File: src/rtl/virq_arbiter.sv
// Fixed-priority arbiter that shares the CPU vectored-interrupt acknowledge path
// between NREQ peripheral requesters; index 0 has the highest priority.
//
// state | meaning
// ------+----------------------------------------------------------------
// IDLE  | no offer outstanding; arbitrate unmasked requests
// GRANT | cpu_virq raised for requester win; waiting for the CPU strobe
// ACK   | vector returned; cpu_iack_ack and virq_ack[win] held while strobe is high
module virq_arbiter #(
  parameter int NREQ  = 4,
  parameter int VEC_W = 8
) (
  input  logic                  wb_clk,
  input  logic                  sys_init_n,
  input  logic [NREQ-1:0]       virq_req,
  input  logic [NREQ*VEC_W-1:0] virq_vec,
  output logic [NREQ-1:0]       virq_ack,
  input  logic                  irq_mask,
  output logic                  cpu_virq,
  input  logic                  cpu_iack_stb,
  output logic                  cpu_iack_ack,
  output logic [VEC_W-1:0]      cpu_ivec
);

  localparam int WIN_W = (NREQ > 1) ? $clog2(NREQ) : 1;

  typedef enum logic [1:0] {
    IDLE  = 2'd0,
    GRANT = 2'd1,
    ACK   = 2'd2
  } state_t;

  state_t           state;
  logic [WIN_W-1:0] win;
  logic [WIN_W-1:0] low_idx;
  logic [VEC_W-1:0] win_vec;
  logic             win_req;
  logic             any_req;

  assign any_req = |virq_req;

  // Scan from the lowest priority upward so the lowest set index wins.
  always_comb begin
    low_idx = '0;
    for (int i = NREQ - 1; i >= 0; i--) begin
      if (virq_req[i]) low_idx = WIN_W'(i);
    end
  end

  always_comb begin
    win_vec = '0;
    win_req = 1'b0;
    for (int i = 0; i < NREQ; i++) begin
      if (win == WIN_W'(i)) begin
        win_vec = virq_vec[i*VEC_W +: VEC_W];
        win_req = virq_req[i];
      end
    end
  end

  always_ff @(posedge wb_clk or negedge sys_init_n) begin
    if (!sys_init_n) begin
      state        <= IDLE;
      win          <= '0;
      cpu_virq     <= 1'b0;
      cpu_iack_ack <= 1'b0;
      cpu_ivec     <= '0;
      virq_ack     <= '0;
    end else begin
      case (state)
        IDLE: begin
          if (!irq_mask && any_req) begin
            win      <= low_idx;
            cpu_virq <= 1'b1;
            state    <= GRANT;
          end
        end

        GRANT: begin
          // The CPU strobe commits the grant even if the request or mask moved.
          if (cpu_iack_stb) begin
            cpu_virq     <= 1'b0;
            cpu_iack_ack <= 1'b1;
            cpu_ivec     <= win_vec;
            virq_ack     <= NREQ'(1) << win;
            state        <= ACK;
          end else if (!win_req || irq_mask) begin
            cpu_virq <= 1'b0;
            state    <= IDLE;
          end
        end

        ACK: begin
          if (!cpu_iack_stb) begin
            cpu_iack_ack <= 1'b0;
            cpu_ivec     <= '0;
            virq_ack     <= '0;
            state        <= IDLE;
          end
        end

        default: begin
          cpu_virq     <= 1'b0;
          cpu_iack_ack <= 1'b0;
          cpu_ivec     <= '0;
          virq_ack     <= '0;
          state        <= IDLE;
        end
      endcase
    end
  end

endmodule

File: config.mk
export PLATFORM = sky130hd
export DESIGN_NAME = virq_arbiter
export DESIGN_NICKNAME = d
export VERILOG_FILES = /design/src/rtl/virq_arbiter.sv
export SDC_FILE = /design/constraint.sdc
export NUM_CORES = 1
export LEC_CHECK = 0
export ABC_AREA = 1
export CAP_MARGIN = 40
export CORE_MARGIN = 10
export CORE_UTILIZATION = 39
export DETAILED_ROUTE_END_ITERATION = 8
export PLACE_DENSITY = 0.86
export SYNTH_ARGS = -nofsm -noshare
export SYNTH_HDL_FRONTEND = slang
export SYNTH_SLANG_ARGS = --single-unit
File: constraint.sdc
create_clock -name wb_clk -period 1.4 [get_ports wb_clk]
set_input_delay 0.42 -clock wb_clk [delete_from_list [all_inputs] [get_ports wb_clk]]
set_output_delay 0.42 -clock wb_clk [all_outputs]
set_load 0.05 [all_outputs]
==> reports/summary.txt <==
Drt first pass iters -> 4
Yosys warnings -> 0
Total core area -> 2480 um2
Tot Pwr -> 0.00331 W
GRT Overall Usage -> 12.9%
Met2 usage -> 22.5%
Critical path startpoint category -> register
GPL Wtd Cong -> 0.815
Slowest-stage cell, CP -> dfrtp_1
Mapped Area -> 1020 um2
Clk_lat worst skew -> 0.29 ns
Most frequent cells in the layout -> nand2_1 (42), clkdlybuf4s50_1 (38), dfrtp_1 (17)
Crit Path Class -> reg -> out
H-tree levels -> 1
Die Height -> 71.1 um
Crit path max fanout -> 2
Reg clk slew, reported paths -> 0.11 ns
Register Area -> 452 um2
Pwr/cell area -> 1830 nW/um2
CTS tree -> done
Final Slew Violations -> 0
# DRC -> 0
Place WS -> -0.271 ns
Vias in the first global route -> 1159
Fraction of layout cells with a size suffix above 1 -> 20.1%
Yosys reg bits -> 18
Clock root buffer master -> clkbuf_4
Required @ worst endpoint -> 0.98 ns
Worst slew margin -> 79.2%
Post-route setup slack -> 0.0915 ns
Util after Layout -> 72.9%
Layout area overhead -> 77.2%
Antenna violations before repair -> 0
Gate Count Post-Synth -> 133
Layout net count -> 235
WL/cell -> 15.2 um
RSZ-0062 raised after global routing -> no
Rows -> 18
Post-synthesis sequential area ratio -> 44.2%
Global-route wire length before repair -> 5.44 mm
Vias per cell -> 5.04
Final min period -> 1.31 ns
Synthesized area per cell -> 7.67 um2
Antenna-violating nets left -> 0
Yosys cell types -> 23
Final wirelength -> 3.41 mm
VDD IR max -> 1.56 mV
Starting density of the core -> 41.2%
Total gr overflow -> 0
DRT iter0 DRCs -> 58
Slew @ Worst Pin -> 0.312 ns
Type of the tightest min-delay check -> in -> async
Fmax -> 764 MHz
Multi-input gate area in the final layout -> 498 um2
Dominant delay contributor by cell family on the critical path -> flip-flops
Number of setup buffers added after CTS -> 0
Status -> finished clean
Critical path arrival -> 0.89 ns
I/O Buffers -> 53
Horiz. Die Dim -> 71.1 um
Leak pwr -> 0.843 nW
Grt met3 use -> 3.77%
Fill cell count -> 204
DR vias -> 1129
Most Crowded Layer GR -> met2
Commonest non-fill, non-tap cell in the layout -> nand2_1
Final setup violation count -> 0
I/O pin count -> 54
Final period util -> 93.5%
Setup Skew -> 0.00862 ns
Max-Cap Viols -> 0
Total CTS buffers -> 3
Met1 global-route usage -> 15.1%
CTS hold repair buffers -> 0
Worst path max stage delay -> 0.43 ns
N_diodes -> 0
Pin count of the biggest net entering global routing -> 19
Worst-path cell chain -> buf_12
Syn nets -> 173
Longest Clk Path Bufs -> 2
Hold_ws -> 0.439 ns
Final Hold Viols -> 0
Clk sinks -> 18
CP Buf/Inv Count -> 1
DIE AREA -> 5060 um2
Setup crit end kind -> output pin
Post-DP HPWL -> 2.87 mm
## flip-flops by register name, summed over array words and instances, names as in the netlist
signal and count:
win 2, cpu_iack_ack 1, cpu_virq 1, virq_ack 4, state 2, cpu_ivec 8
## final cells by class
cell class                      count  share of cell area [%]
Clock buffer                        4                    2.01
Inverter                           14                    3.19
Multi-Input combinational cell     98                    27.6
Sequential cell                    18                    25.0
Tap cell                           30                    2.08
Timing Repair Buffer               60                    40.2
## logic make-up after synthesis
kind of cell / after synthesis / share of synthesized area (%)
AO/OA/AOI/OAI: 24 / 15.0
buffers and inverters: 17 / 7.73
flip-flops: 18 / 44.2
AND/OR/NAND/NOR: 74 / 33.1
## path summary, 6_finish.rpt
path / startpoint / endpoint / slack [ns] / cells past startpoint
hold reg to reg: cpu_iack_ack / cpu_iack_ack / 0.55 / 2
hold / removal: sys_init_n / virq_ack[0] / 0.44 / 2
max in group asynchronous: sys_init_n / win[1] / 0.76 / 2
setup / recovery: virq_ack[0] / virq_ack[0] / 0.09 / 1
min in group wb_clk: cpu_iack_stb / state[1] / 0.46 / 3
setup reg to reg: win[1] / cpu_ivec[1] / 0.12 / 5
## per-stage QoR
stage | instances | instance area (um2) | setup TNS, ns
5_1_grt | 224 | 1810 | 0
3_5_place_dp | 220 | 1760 | -3.96
2_1_floorplan | 133 | 1020 | 0
3_3_place_gp | 220 | 1760 | -3.10
6_report | 224 | 1810 | 0
4_1_cts | 224 | 1800 | 0
## synth_stat cells
cell type / instances / area share (%)
nand3_1: 17 / 8.3
buf_2: 2 / 0.98
o21ai_1: 2 / 0.98
inv_4: 2 / 1.2
nor2_4: 2 / 2.2
nand2_1: 42 / 15
nor2_1: 5 / 1.8
buf_6: 1 / 1.1
a22o_1: 2 / 1.7
inv_2: 2 / 0.74
nand3_2: 1 / 0.98
nand4_1: 1 / 0.61
dfrtp_1: 18 / 44
inv_1: 10 / 3.7
o211ai_1: 6 / 4.4
o21ai_0: 10 / 4.9
or2_0: 1 / 0.61
nor2_2: 2 / 1.2
or2_1: 1 / 0.61
o2111ai_1: 2 / 1.7
a21oi_1: 1 / 0.49
o31ai_1: 1 / 0.74
nand2_2: 2 / 1.2
## report_power, final
part	switching (W)	total, W	internal (W)
Clock	0.000160	0.000318	0.000158
Combinational	0.00108	0.00204	0.000957
Sequential	0.000242	0.000956	0.000714
## routing by layer
layer / wire length, um / part of all wire, % / vias up
li1: - / - / 564
met5: 0 / 0 / -
met3: 276 / 8.1 / 6
met2: 1670 / 49 / 51
met4: 36 / 1.1 / 0
met1: 1430 / 42 / 508
## repair_timing
action	in CTS	in global routing
endpoints found under the setup margin	0	9
gates resized for setup	0	4
endpoints found under the hold margin	0	0
No activity file was read; power rests on OpenSTA's default activity.
